[config.mk]
export PLATFORM = sky130hd
export DESIGN_NAME = alu_issue_sched
export DESIGN_NICKNAME = d
export VERILOG_FILES = /design/src/rtl/alu_issue_sched.sv
export SDC_FILE = /design/constraint.sdc
export NUM_CORES = 1
export LEC_CHECK = 0
export CORE_MARGIN = 4
export CORE_UTILIZATION = 57
export DETAILED_ROUTE_END_ITERATION = 10
export PLACE_DENSITY_LB_ADDON = 0.3
export REMOVE_ABC_BUFFERS = 1
export SYNTH_ARGS = -nofsm -noshare
export SYNTH_HDL_FRONTEND = slang
export SYNTH_SLANG_ARGS = --single-unit
[constraint.sdc]
create_clock -name clk -period 4.8 [get_ports clk]
set_input_delay 0.96 -clock clk [delete_from_list [all_inputs] [get_ports clk]]
set_output_delay 0.96 -clock clk [all_outputs]
set_load 0.05 [all_outputs]
[src/rtl/alu_issue_sched.sv]
// In-order issue scheduler for the single-issue ALU/jump datapath: a fetch FIFO
// feeding a registered execute slot, with load scoreboard, hazard stalls and jump flush.
module alu_issue_sched #(
  parameter int XLEN  = 32,
  parameter int DEPTH = 4,
  parameter int PTR_W = 2
) (
  input  logic            clk,
  input  logic            rst,
  input  logic            fetch_vld,
  input  logic [XLEN-1:0] fetch_instr,
  input  logic [XLEN-1:0] fetch_pc,
  output logic            fetch_rdy,
  output logic [XLEN-1:0] issue_instr,
  output logic [XLEN-1:0] issue_pc,
  output logic            issue_vld,
  input  logic            jump_vld,
  input  logic            mem_rdy,
  input  logic            membuf_empty,
  input  logic            ld_wb_vld,
  input  logic [4:0]      ld_wb_sel
);

  localparam logic [4:0] OP_LOAD   = 5'b00000;
  localparam logic [4:0] OP_FENCE  = 5'b00011;
  localparam logic [4:0] OP_IMM    = 5'b00100;
  localparam logic [4:0] OP_AUIPC  = 5'b00101;
  localparam logic [4:0] OP_STORE  = 5'b01000;
  localparam logic [4:0] OP_OP     = 5'b01100;
  localparam logic [4:0] OP_LUI    = 5'b01101;
  localparam logic [4:0] OP_BRANCH = 5'b11000;
  localparam logic [4:0] OP_JALR   = 5'b11001;
  localparam logic [4:0] OP_JAL    = 5'b11011;
  localparam logic [4:0] OP_SYSTEM = 5'b11100;

  localparam logic [PTR_W:0] FULL = (PTR_W + 1)'(DEPTH);

  logic [XLEN-1:0]  instr_mem [DEPTH];
  logic [XLEN-1:0]  pc_mem    [DEPTH];
  logic [PTR_W-1:0] wr_ptr, rd_ptr;
  logic [PTR_W:0]   count;
  logic [31:0]      sb;

  logic [XLEN-1:0]  instr_p1, pc_p1;
  logic             vld_p1;

  logic [XLEN-1:0]  head_instr_p0, head_pc_p0;
  logic [4:0]       op_p0, rs0_p0, rs1_p0, rd_p0;
  logic             use_rs0_p0, use_rs1_p0, use_rd_p0;
  logic             is_load_p0, is_mem_p0, is_sys_p0;
  logic             slot_is_load;
  logic [4:0]       slot_rd;
  logic             stall_p0, push, pop;
  logic [31:0]      sb_set, sb_clr;

  // A register is busy if a load owns it, either pending writeback or still in the slot.
  function automatic logic busy(input logic [4:0] r, input logic [31:0] sbv,
                                input logic sl_load, input logic [4:0] sl_rd);
    return (r != 5'd0) && (sbv[r] || (sl_load && (sl_rd == r)));
  endfunction

  // Stage p0: FIFO head decode and hazard check
  assign head_instr_p0 = instr_mem[rd_ptr];
  assign head_pc_p0    = pc_mem[rd_ptr];
  assign op_p0  = head_instr_p0[6:2];
  assign rs0_p0 = head_instr_p0[19:15];
  assign rs1_p0 = head_instr_p0[24:20];
  assign rd_p0  = head_instr_p0[11:7];

  always_comb begin
    use_rs0_p0 = 1'b0;
    use_rs1_p0 = 1'b0;
    use_rd_p0  = 1'b0;
    is_load_p0 = 1'b0;
    is_mem_p0  = 1'b0;
    is_sys_p0  = 1'b0;
    if (head_instr_p0[1:0] == 2'b11) begin
      case (op_p0)
        OP_LUI, OP_AUIPC, OP_JAL: use_rd_p0 = 1'b1;
        OP_JALR: begin
          use_rs0_p0 = 1'b1;
          use_rd_p0  = 1'b1;
        end
        OP_BRANCH: begin
          use_rs0_p0 = 1'b1;
          use_rs1_p0 = 1'b1;
        end
        OP_LOAD: begin
          use_rs0_p0 = 1'b1;
          is_load_p0 = 1'b1;
          is_mem_p0  = 1'b1;
        end
        OP_STORE: begin
          use_rs0_p0 = 1'b1;
          use_rs1_p0 = 1'b1;
          is_mem_p0  = 1'b1;
        end
        OP_IMM: begin
          use_rs0_p0 = 1'b1;
          use_rd_p0  = 1'b1;
        end
        OP_OP: begin
          use_rs0_p0 = 1'b1;
          use_rs1_p0 = 1'b1;
          use_rd_p0  = 1'b1;
        end
        OP_SYSTEM: begin
          use_rs0_p0 = ~head_instr_p0[14];
          use_rd_p0  = 1'b1;
          is_sys_p0  = 1'b1;
        end
        default: is_sys_p0 = 1'b1;
      endcase
    end
  end

  assign slot_is_load = vld_p1 && (instr_p1[1:0] == 2'b11) && (instr_p1[6:2] == OP_LOAD);
  assign slot_rd      = instr_p1[11:7];

  assign stall_p0 = (use_rs0_p0 && busy(rs0_p0, sb, slot_is_load, slot_rd))
                 || (use_rs1_p0 && busy(rs1_p0, sb, slot_is_load, slot_rd))
                 || (use_rd_p0  && busy(rd_p0,  sb, slot_is_load, slot_rd))
                 || (is_mem_p0 && !mem_rdy)
                 || (is_sys_p0 && (!membuf_empty || (sb != 32'd0) || slot_is_load));

  // No same-cycle pop bypass: a full FIFO refuses even while it drains.
  assign fetch_rdy = (count != FULL);
  assign push      = fetch_vld && fetch_rdy && !jump_vld;
  assign pop       = (count != '0) && !stall_p0 && !jump_vld;

  always_ff @(posedge clk) begin
    if (push) begin
      instr_mem[wr_ptr] <= fetch_instr;
      pc_mem[wr_ptr]    <= fetch_pc;
    end
  end

  always_ff @(posedge clk or negedge rst) begin
    if (!rst) begin
      count  <= '0;
      wr_ptr <= '0;
      rd_ptr <= '0;
    end else if (jump_vld) begin
      count  <= '0;
      wr_ptr <= '0;
      rd_ptr <= '0;
    end else begin
      if (push) wr_ptr <= wr_ptr + 1'b1;
      if (pop)  rd_ptr <= rd_ptr + 1'b1;
      case ({push, pop})
        2'b10:   count <= count + 1'b1;
        2'b01:   count <= count - 1'b1;
        default: count <= count;
      endcase
    end
  end

  // Stage p1: execute slot, one cycle per instruction, zeroed when empty
  always_ff @(posedge clk or negedge rst) begin
    if (!rst) begin
      vld_p1   <= 1'b0;
      instr_p1 <= '0;
      pc_p1    <= '0;
    end else begin
      vld_p1   <= pop;
      instr_p1 <= pop ? head_instr_p0 : '0;
      pc_p1    <= pop ? head_pc_p0 : '0;
    end
  end

  assign issue_vld   = vld_p1;
  assign issue_instr = instr_p1;
  assign issue_pc    = pc_p1;

  // Loads always commit, so the slot load sets its bit; set wins over writeback clear.
  assign sb_set = (slot_is_load && (slot_rd != 5'd0)) ? (32'd1 << slot_rd) : 32'd0;
  assign sb_clr = ld_wb_vld ? (32'd1 << ld_wb_sel) : 32'd0;

  always_ff @(posedge clk or negedge rst) begin
    if (!rst) sb <= 32'd0;
    else      sb <= (sb & ~sb_clr) | sb_set;
  end

endmodule

=== Word-level counts from Yosys, hierarchy flattened ===
Memories as Yosys holds them, arrays and structs flattened.
Index checks and enable logic that the tools add are counted.

* Register bits after elaboration: 104
* Bits in writable memories: 256
* Bits of input ports: 76
* Output and inout bits: 66
* Logic and storage cells: 114
* Memories: 2

* Add/subtract/negate cells: 4
* Magnitude comparators: 3
* Equal/unequal tests: 17
* Shift-type cells: 2
* Muxes and demuxes: 28
* Bitwise gates (word level): 4
* Reductions and logical operators: 47

{| class="wikitable"
|+ Memory list
! name !! words !! width !! rd ports !! clocked after memory_dff !! wr ports !! line !! RTL
|-
| instr_mem || 4 || 32 || 1 || 0 || 1 || 38 || <nowiki>logic [XLEN-1:0] instr_mem [DEPTH];</nowiki>
|-
| pc_mem || 4 || 32 || 1 || 0 || 1 || 39 || <nowiki>logic [XLEN-1:0] pc_mem [DEPTH];</nowiki>
|}

{| class="wikitable"
|+ Operator list
! kind !! count
|-
| $mux 32 || 4
|-
| $shl 1x5->32 const A || 2
|-
| $and 32x32->32 || 1
|-
| $not 32->32 || 1
|-
| $or 32x32->32 || 1
|-
| $reduce_bool 32->1 || 1
|-
| $eq 5x5->1 const B || 4
|-
| $reduce_bool 5->1 || 4
|-
| $logic_and 1x1->1 || 18
|-
| $lt 5x6->1 const B || 3
|-
| $bmux 1 s5 || 3
|-
| $eq 5x4->1 const B || 3
|-
| $eq 5x5->1 || 3
|-
| $mux 1 || 14
|-
| $eq 5x3->1 const B || 2
|-
| $logic_not 5->1 || 2
|-
| $logic_or 1x1->1 || 9
|-
| $reduce_or 9->1 || 1
|-
| $mux 2 || 4
|-
| $reduce_or 7->1 || 1
|-
| $eq 2x2->1 const B || 3
|-
| $pmux 3 s2 || 1
|-
| $reduce_bool 3->1 || 2
|-
| $reduce_or 6->1 || 1
|-
| 12 further kinds || 17
|}

=== Longest topological paths before layout ===
Gate-level depths: netlist of the first run.

* Word-level depth: 17
* Mapped depth: 19
* Gate-level depth less buffers: 14

=== Worst setup path before layout of the first run ===
Ideal clock, no wire load.

* Path type: in2reg
* From: input membuf_empty
* To: register count[1]
* Library setup time: 0.132 ns
* Arrival time: 3.418 ns
* Data required time: 4.668 ns
* Setup slack: 1.250 ns
* Cell stages on the path: 14
* Path buffers: 2
* Cell sequence: nor4b_1 -> nand4_1 -> nor4_1 -> a311oi_1 -> a211o_1 -> a311oi_2 -> and3_4 -> nand2b_2 -> buf_6 -> buf_6 -> nor2_1 -> fa_1 -> nand2b_1 -> mux2i_1

* Word-level cells in the longest chain between the ends: 11
* Elaborated cells between the ends (all ways): 13
* Those cells by class: eq/ne: 2; mux: 2; reduce/logical: 9

{| class="wikitable"
|+ Ends and longest elaborated chain
! item !! line !! RTL
|-
| start, declared || 19 || <nowiki>input logic membuf_empty,</nowiki>
|-
| $logic_not 1->1 (*) || 124 || <nowiki>|| (is_sys_p0 && (!membuf_empty || (sb != 32'd0) || slot_is_load));</nowiki>
|-
| $logic_or 1x1->1 (*) (2 in a row) || 124 ||
|-
| $logic_and 1x1->1 (*) || 124 ||
|-
| $logic_or 1x1->1 (*) || 124 ||
|-
| $logic_not 1->1 (*) || 129 || <nowiki>assign pop = (count != '0) && !stall_p0 && !jump_vld;</nowiki>
|-
| $logic_and 1x1->1 (*) (2 in a row) || 129 ||
|-
| $eq 2x1->1 or $eq 2x2->1 (tied branches) || 150 || <nowiki>case ({push, pop})</nowiki>
|-
| $pmux 3 s2 || 150 ||
|-
| $mux 3 || 143 || <nowiki>end else if (jump_vld) begin</nowiki>
|-
| end signal, assigned || 151 || <nowiki>2'b10: count <= count + 1'b1;</nowiki>
|-
| end signal, assigned || 152 || <nowiki>2'b01: count <= count - 1'b1;</nowiki>
|-
| end signal, assigned || 153 || <nowiki>default: count <= count;</nowiki>
|-
| end, declared || 41 || <nowiki>logic [PTR_W:0] count;</nowiki>
|}

Mark *: on every way between the ends. The rest lies on a longest branch, timed or not.
A chain may end at the register's enable or synchronous reset.

=== Worst setup path in the final report of the first run ===
* From: register rd_ptr[0]
* To: register pc_p1[8], in the netlist issue_pc[8]

* Word-level cells in the longest chain between the ends: 14
* Elaborated cells between the ends (all ways): 63
* Those cells by class: eq/ne: 13; mux: 17; bitwise: 1; reduce/logical: 30; memory: 2

{| class="wikitable"
|+ Ends and longest elaborated chain
! item !! line !! RTL
|-
| start, declared || 40 || <nowiki>logic [PTR_W-1:0] wr_ptr, rd_ptr;</nowiki>
|-
| start signal, assigned || 149 || <nowiki>if (pop) rd_ptr <= rd_ptr + 1'b1;</nowiki>
|-
| $mem_v2 4x32 || n/a ||
|-
| $bmux 1 s5 (tied with other cells) || 59 || <nowiki>return (r != 5'd0) && (sbv[r] || (sl_load && (sl_rd == r)));</nowiki>
|-
| $mux 1 (not written as such) (tied with other cells) || 59 ||
|-
| $logic_or 1x1->1 (tied with other cells) || 59 ||
|-
| $logic_and 1x1->1 or $mux 1 (tied branches) || 59, 77 ||
|-
| $logic_and 1x1->1 (on tied branches) || 120, 121 ||
|-
| $logic_or 1x1->1 || 121 || <nowiki>|| (use_rs1_p0 && busy(rs1_p0, sb, slot_is_load, slot_rd))</nowiki>
|-
| $logic_or 1x1->1 || 122 || <nowiki>|| (use_rd_p0 && busy(rd_p0, sb, slot_is_load, slot_rd))</nowiki>
|-
| $logic_or 1x1->1 || 123 || <nowiki>|| (is_mem_p0 && !mem_rdy)</nowiki>
|-
| $logic_or 1x1->1 || 124 ||
|-
| $logic_not 1->1 || 129 ||
|-
| $logic_and 1x1->1 (2 in a row) || 129 ||
|-
| $mux 32 (*) || 167 || <nowiki>pc_p1 <= pop ? head_pc_p0 : '0;</nowiki>
|-
| end signal, assigned || 167 ||
|-
| end, declared || 44 || <nowiki>logic [XLEN-1:0] instr_p1, pc_p1;</nowiki>
|}

Mark *: on every way between the ends. The rest lies on a longest branch, timed or not. The select of a mux whose other input is x is not followed.

==> flow_summary.toml, run 1 <==
[route]
detail_route.iter0.violations = 703
vias_per_cell = 5.94
detail_route.drc_violations = 0
dr.pass1.iters = 5
num_vias = 8201
drt-total-wl_um = 31600
route.detailed.wl_per_inst_um = 22.9
drt.antenna.violating_nets = 0

[floorplanning]
top_level_ports = 142
core.rowCount = 58
die_height_um = 168
initial_utilization_pct = 58.0
core_sq_um = 25200
design.die.area_sq_um = 28300
fp.dieW_um = 168

[cts]
clock_tree_from_tritoncts = "built"
clock_tree.htree_level_count = 2
path_clk_slew_ns = 0.06
cts_hold_repair.buffers = 0
post-cts-setup-buffers = 0
ctsLongestPathBuffers = 3
cts.root.buffer_cell = "sky130_fd_sc_hd__clkbuf_16"
cts_sinks = 360
numCtsBuffers = 37
clock_latency_ns = 0.52
post_cts_resized = 0

[place]
detailedPlacementHpwl_um = 19600
placed_area_sq_um = 16300
place.gp.congestion = 0.960
preCtsSetupSlack_ns = 0.686
placement.io_buffers = 141

[power_and_ir_drop]
post-layout-total-power_mw = 9.64
power_leakage_nw = 6.24
worst_ir_drop_vdd_mv = 0.386
cellPowerDensity_nw_per_um2 = 551

[global_route]
grt_first_pass_wirelength_um = 50100
maximum_number_of_pins_on_one_net_before_global_route_repair = 66
via_count_of_the_first_global_routing_pass = 8860
antenna_found_initial = 4
grt_overflow = 0
groute.usage.overall_pct = 22.8

[final_layout]
area_growth_syn_to_layout_pct = 19.7
layout-drive-gt1-share_pct = 14.7
postLayoutCellArea_sq_um = 17500
nNetsFinal = 1099

[outcome]
outcome = "finished clean"

[sta]
final.period_utilization_pct = 81.2
slew_viol_final = 0
setup_viol_count_final = 0
setup-tns-final_ns = 0
timing.fmax_mhz = 256
worst_clock_skew_ns = 0.0109
max_slew_margin_pct = 32.4
worst_slew_pin_slew_ns = 1.01
timing.final.crit_period_ns = 3.90
worst_setup_slack_final_ns = 0.901
final-hold-violation-count = 0
grt_setup_unrepaired = "false"

[synth]
unique_masters_post_synth = 54
avgSynthCellArea_sq_um = 16.8
yosysMostFrequentCell = "sky130_fd_sc_hd__edfxtp_1"
netlist_instances = 870
share_of_synthesized_area_occupied_by_flip_flops_and_latches_pct = 70.4
synth-seq-cells = 360
postSynth.topFlopCell = "sky130_fd_sc_hd__edfxtp_1"
synth_top_cell_by_area = "sky130_fd_sc_hd__edfxtp_1"
synth_enable_flop_cells = 256
postSynth.asyncResetShare_pct = 28.9
fraction_of_post_synthesis_cell_area_in_the_top_cell_type_by_area_pct = 52.6
netlist_top_cells_area = "sky130_fd_sc_hd__edfxtp_1 53%, sky130_fd_sc_hd__dfrtp_1 18%, sky130_fd_sc_hd__mux4_2 10%"
synthTopCellsByCount = "256 x sky130_fd_sc_hd__edfxtp_1, 104 x sky130_fd_sc_hd__dfrtp_1, 67 x sky130_fd_sc_hd__mux4_2"
synth_area_sq_um = 14600
ys.warnings.count = 0

[worst_setup_path]
timing.setup.critical_path_class = "register to register"
setup.worst_path.end_class = "register"
critPathArrivalTime_ns = 4.25
timing.critical_path.fanout_max = 65
data_required_time_at_the_worst_endpoint_ns = 5.15
r2r_setup_slack_ns = 0.90
worstSetupStartpointType = "register"

[run]
cap_viol_max_count = 0

[hold_path]
hold_path.class = "primary input to async pin"
flip-flops by register name, summed over array words and instances, names as in the netlist:
name and flops:
issue_pc 32, issue_vld 1, instr_mem 128, count 3
rd_ptr 2, issue_instr 32, sb 32, wr_ptr 2
pc_mem 128
path summary, 6_finish.rpt:
path,from,endpoint,cells past startpoint
worst max-delay path,rd_ptr[0]$_DFFE_PN0P_,issue_pc[8]$_DFF_PN0_,10
worst min-delay path,rst,issue_instr[22]$_DFF_PN0_,1
worst max register to register,rd_ptr[0]$_DFFE_PN0P_,issue_pc[8]$_DFF_PN0_,10
worst min register to register,wr_ptr[1]$_DFFE_PN0P_,wr_ptr[1]$_DFFE_PN0P_,2
max in group asynchronous,rst,issue_instr[2]$_DFF_PN0_,2
min in group clk,wr_ptr[1]$_DFFE_PN0P_,wr_ptr[1]$_DFFE_PN0P_,2
cell type report:
type / instances / area [sq um]
clock inverter: 22 / 205
antenna: 3 / 7.51
inverter: 27 / 101
multi-input combinational: 442 / 4020
clock buffer: 46 / 981
tap: 330 / 413
fill: 1690 / 7680
timing repair buffer: 150 / 1480
sequential: 360 / 10300
where the power goes:
part           total [mW]  switching [mW]  internal, mW
clock network        2.78            1.15          1.63
logic                2.84            1.68          1.15
registers            4.03           0.323          3.71
routing by layer:
metal	up-vias	wire length [um]	part of all wire, %	global-route usage (%)
met5	-	47	0.15	0
met4	6	917	2.9	8.08
met3	90	2270	7.2	5.66
met2	315	15400	49	36.5
met1	4134	13000	41	31.0
li1	3656	-	-	-
cell families (layout without fill, tap and decap cells):
logic type	after synthesis	count (layout)	share of synthesized area, %
AO/OA/AOI/OAI	95	95	4.03
XOR/XNOR	19	19	1.14
adder cells (fa/ha/maj)	5	5	0.479
buffers and inverters	68	245	2.20
flip-flops	360	360	70.4
multiplexers	116	116	13.7
other	0	3	0
AND/OR/NAND/NOR	207	207	8.04
cell usage in the layout (no fill, tap or decap), drive strengths merged, types with 3 or more instances in the layout:
master	netlist	final
a22oi	6	6
clkinv	1	17
and2	7	7
or2	4	4
bufinv	0	3
nor3	5	5
clkdlybuf4s50	0	140
o41ai	4	4
nor2	46	46
buf	23	10
nand2	23	23
nand3	32	32
inv	26	27
a211oi	5	5
a21oi	3	3
xnor2	10	10
clkbuf	18	46
nor2b	49	49
o31ai	8	8
ha	4	4
dfrtp	104	104
diode	0	3
mux4	67	67
xor2	9	9
nand4	11	11
nor4	12	12
a311oi	3	3
nand2b	9	9
o211ai	3	3
mux2i	47	47
edfxtp	256	256
o21ai	56	56
worst max-delay path: stages, from the launching register on:
cell	delay [ns]
sky130_fd_sc_hd__dfrtp_4	0.75
sky130_fd_sc_hd__mux4_2	0.83
sky130_fd_sc_hd__xor2_1	0.23
sky130_fd_sc_hd__nor4_1	0.30
sky130_fd_sc_hd__nand3_1	0.12
sky130_fd_sc_hd__nand3_1	0.09
sky130_fd_sc_hd__o21ai_1	0.13
sky130_fd_sc_hd__and3_4	0.24
sky130_fd_sc_hd__nand2b_4	0.07
sky130_fd_sc_hd__buf_4	0.75
sky130_fd_sc_hd__nor2b_1	0.14
metrics by stage:
stage	hold WS, ns	utilization, %	instances
floorplan	0.531	-	829
global placement	0.562	64.8	1309
detailed placement	0.569	64.8	1309
CTS	0.552	69.5	1377
global route	0.579	69.5	1378
finish	0.515	69.5	1380
No activity file was read; power rests on OpenSTA's default activity.
==> run 2: changes to the inputs <==
--- a/config.mk
+++ b/config.mk
@@ -6,7 +6,7 @@
 export NUM_CORES = 1
 export LEC_CHECK = 0
 export CORE_MARGIN = 4
-export CORE_UTILIZATION = 57
+export CORE_UTILIZATION = 51
 export DETAILED_ROUTE_END_ITERATION = 10
 export PLACE_DENSITY_LB_ADDON = 0.3
 export REMOVE_ABC_BUFFERS = 1
==> constraint.sdc (replaced) <==
create_clock -name clk -period 3.25 [get_ports clk]
set_input_delay 0.65 -clock clk [delete_from_list [all_inputs] [get_ports clk]]
set_output_delay 0.65 -clock clk [all_outputs]
set_load 0.05 [all_outputs]
==> run 2 against run 1 <==
The flow now finishes with violations (setup timing). Hold slack lost 0.32 ns. Via count grew 5.0%. Setup slack lost 1.0 ns. Critical path type unchanged. Critical endpoint is now count[2]$_DFFE_PN0P_.
==> flow_summary.toml, run 2 (synthesis results as in run 1) <==
[outcome]
outcome = "finished with violations"
violations = "setup timing"

[global_route]
maximum_number_of_pins_on_one_net_before_global_route_repair = 62
groute.usage.overall_pct = 21.6
grt_first_pass_wirelength_um = 51900
antenna_found_initial = 4
grt_overflow = 0
via_count_of_the_first_global_routing_pass = 9094

[sta]
worst_slew_pin_slew_ns = 0.802
final.period_utilization_pct = 103
timing.final.crit_period_ns = 3.35
final-hold-violation-count = 0
max_slew_margin_pct = 46.5
grt_setup_unrepaired = "true"
worst_setup_slack_final_ns = -0.103
worst_clock_skew_ns = 0.0112
timing.fmax_mhz = 298
setup_viol_count_final = 4
slew_viol_final = 0
setup-tns-final_ns = -0.246

[worst_setup_path]
cp.buffers_inverters = 3
data_required_time_at_the_worst_endpoint_ns = 3.71
worstSetupStartpointType = "register"
timing.critical_path.slowest_stage_cell = "sky130_fd_sc_hd__mux4_2"
crit_path_max_cell_delay_ns = 0.60
crit_family = "simple AND/OR/NAND/NOR gates"
critPathArrivalTime_ns = 3.81
timing.setup.critical_path_class = "register to register"
crit_path_cell_trace = "buf_12, mux4_2, buf_4, mux2i_1, nor2_1, nor4_2, nor3_1, o21ai_1, buf_4, and3_4, nand2b_4, nor2_4, fa_2, nor3_1, mux2i_1, nand3_1"
setup.worst_path.end_class = "register"
timing.critical_path.fanout_max = 8

[final_layout]
commonest_cells_after_routing_fill_and_taps_aside = "256 x sky130_fd_sc_hd__edfxtp_1, 140 x sky130_fd_sc_hd__clkdlybuf4s50_1, 102 x sky130_fd_sc_hd__dfrtp_1, 93 x sky130_fd_sc_hd__buf_4, 68 x sky130_fd_sc_hd__mux4_2"
layout-drive-gt1-share_pct = 24.2
nNetsFinal = 1201
top_regs = "instr_mem (128), pc_mem (128)"
diodes = 0
final.fill_count = 1940
instances_no_fill = 1527
area_growth_syn_to_layout_pct = 27.3
final_common_cell = "sky130_fd_sc_hd__edfxtp_1"

[power_and_ir_drop]
power_frac_comb_pct = 34.3
post-layout-total-power_mw = 15.1
p_sw_mw = 4.87
internal_power_mw = 10.2
share_seq_of_total_power_pct = 38.3
cellPowerDensity_nw_per_um2 = 811
worst_ir_drop_vdd_mv = 0.533
power.switching_fraction_pct = 32.3
share_clk_of_total_power_pct = 27.4
power_leakage_nw = 6.83

[route]
route.detailed.wl_per_inst_um = 21.7
vias_per_cell = 5.64
drt-total-wl_um = 33200
detail_route.iter0.violations = 586
dr.pass1.iters = 6
num_vias = 8610
detail_route.drc_violations = 0
drt.antenna.violating_nets = 0

[cts]
path_clk_slew_ns = 0.06
clock_tree_from_tritoncts = "built"
numCtsBuffers = 38
clock_latency_ns = 0.53
cts_sinks = 360
clock_tree.htree_level_count = 2
cts.root.buffer_cell = "sky130_fd_sc_hd__clkbuf_16"
cts_hold_repair.buffers = 0
ctsLongestPathBuffers = 3

[place]
placement.io_buffers = 141
place.gp.congestion = 0.938
detailedPlacementHpwl_um = 21500
place.detailed.instances = 1443

[floorplanning]
core.rowCount = 61
initial_utilization_pct = 52.2
design.die.area_sq_um = 31400
die_height_um = 177
core_sq_um = 28000
top_level_ports = 142
fp.dieW_um = 177

[hold_path]
hold_path.class = "primary input to async pin"

[run]
cap_viol_max_count = 0
run 2: changes by cell type in the layout (fill, tap and decap cells not counted), sizes merged:
cell,before,now
buf,10,109
clkinvlp,2,0
clkinv,17,14
diode,3,0
clkbuf,46,54
mux4,67,68
bufinv,3,2
run 2: final timing paths:
kind | cells past startpoint | slack (ns) | startpoint | end
setup / recovery | 16 | -0.10 | rd_ptr[0]$_DFFE_PN0P_ | count[2]$_DFFE_PN0P_
min in group clk | 2 | 0.58 | wr_ptr[1]$_DFFE_PN0P_ | wr_ptr[1]$_DFFE_PN0P_
setup reg to reg | 16 | -0.10 | rd_ptr[0]$_DFFE_PN0P_ | count[2]$_DFFE_PN0P_
max in group asynchronous | 2 | 2.30 | rst | issue_instr[17]$_DFF_PN0_
hold reg to reg | 2 | 0.58 | wr_ptr[1]$_DFFE_PN0P_ | wr_ptr[1]$_DFFE_PN0P_
hold / removal | 1 | 0.20 | rst | issue_instr[22]$_DFF_PN0_
run 2: stage by stage:
step	worst slack, ns	hold WS (ns)	util (%)	instance area, sq um
2_1_floorplan	-3.10	0.354	-	14400
3_3_place_gp	-0.529	0.561	61.1	17100
3_5_place_dp	-0.595	0.580	61.1	17100
4_1_cts	-0.130	0.235	66.1	18500
5_1_grt	-0.233	0.261	66.5	18600
6_report	-0.103	0.200	66.5	18600
run 2: layout make-up:
| class | instances | area [sq um] | share of cell area [%] |
|---|---|---|---|
| flip-flops and latches | 360 | 10300 | 55.3 |
| multi-input cells | 443 | 4140 | 22.2 |
| repair buffers | 250 | 2390 | 12.9 |
| clock buffers | 53 | 1050 | 5.63 |
| well taps | 378 | 473 | 2.54 |
| clock inverters | 16 | 165 | 0.887 |
| inverters | 27 | 101 | 0.544 |
run 2: worst reg2reg max path, stage by stage, from the launching register on:
cell and delay, ns:
sky130_fd_sc_hd__dfrtp_4 0.47, sky130_fd_sc_hd__buf_12 0.16, sky130_fd_sc_hd__mux4_2 0.61, sky130_fd_sc_hd__buf_4 0.20
sky130_fd_sc_hd__mux2i_1 0.14, sky130_fd_sc_hd__nor2_1 0.15, sky130_fd_sc_hd__nor4_2 0.05, sky130_fd_sc_hd__nor3_1 0.22
sky130_fd_sc_hd__o21ai_1 0.08, sky130_fd_sc_hd__buf_4 0.16, sky130_fd_sc_hd__and3_4 0.16, sky130_fd_sc_hd__nand2b_4 0.09
sky130_fd_sc_hd__nor2_4 0.03, sky130_fd_sc_hd__fa_2 0.37, sky130_fd_sc_hd__nor3_1 0.21, sky130_fd_sc_hd__mux2i_1 0.10
sky130_fd_sc_hd__nand3_1 0.09
run 2: what timing repair did:
item | in CTS | in global routing
setup endpoints to repair | 49 | 49
buffers inserted | 10 | 4
pin swaps | 8 | 3
resized for setup | 14 | 16
hold endpoints to repair | 0 | 0
gates cloned | 1 | 0
run 2: power groups by stage:
stage	Combinational, mW	Clock (mW)	Sequential, mW
floorplan	2.02	0	6.84
global placement	4.84	0	5.87
detailed placement	4.90	0	5.87
CTS	5.09	4.24	5.78
global route	5.51	4.45	5.83
finish	5.18	4.13	5.78
run 2: routing by layer:
layer	GRT usage [%]	vias to the layer above	part of all wire, %
met5	0	-	0.16
met4	6.83	8	3.0
met3	5.16	78	7.6
met2	35.9	350	49
met1	28.6	4309	40
li1	-	3865	-
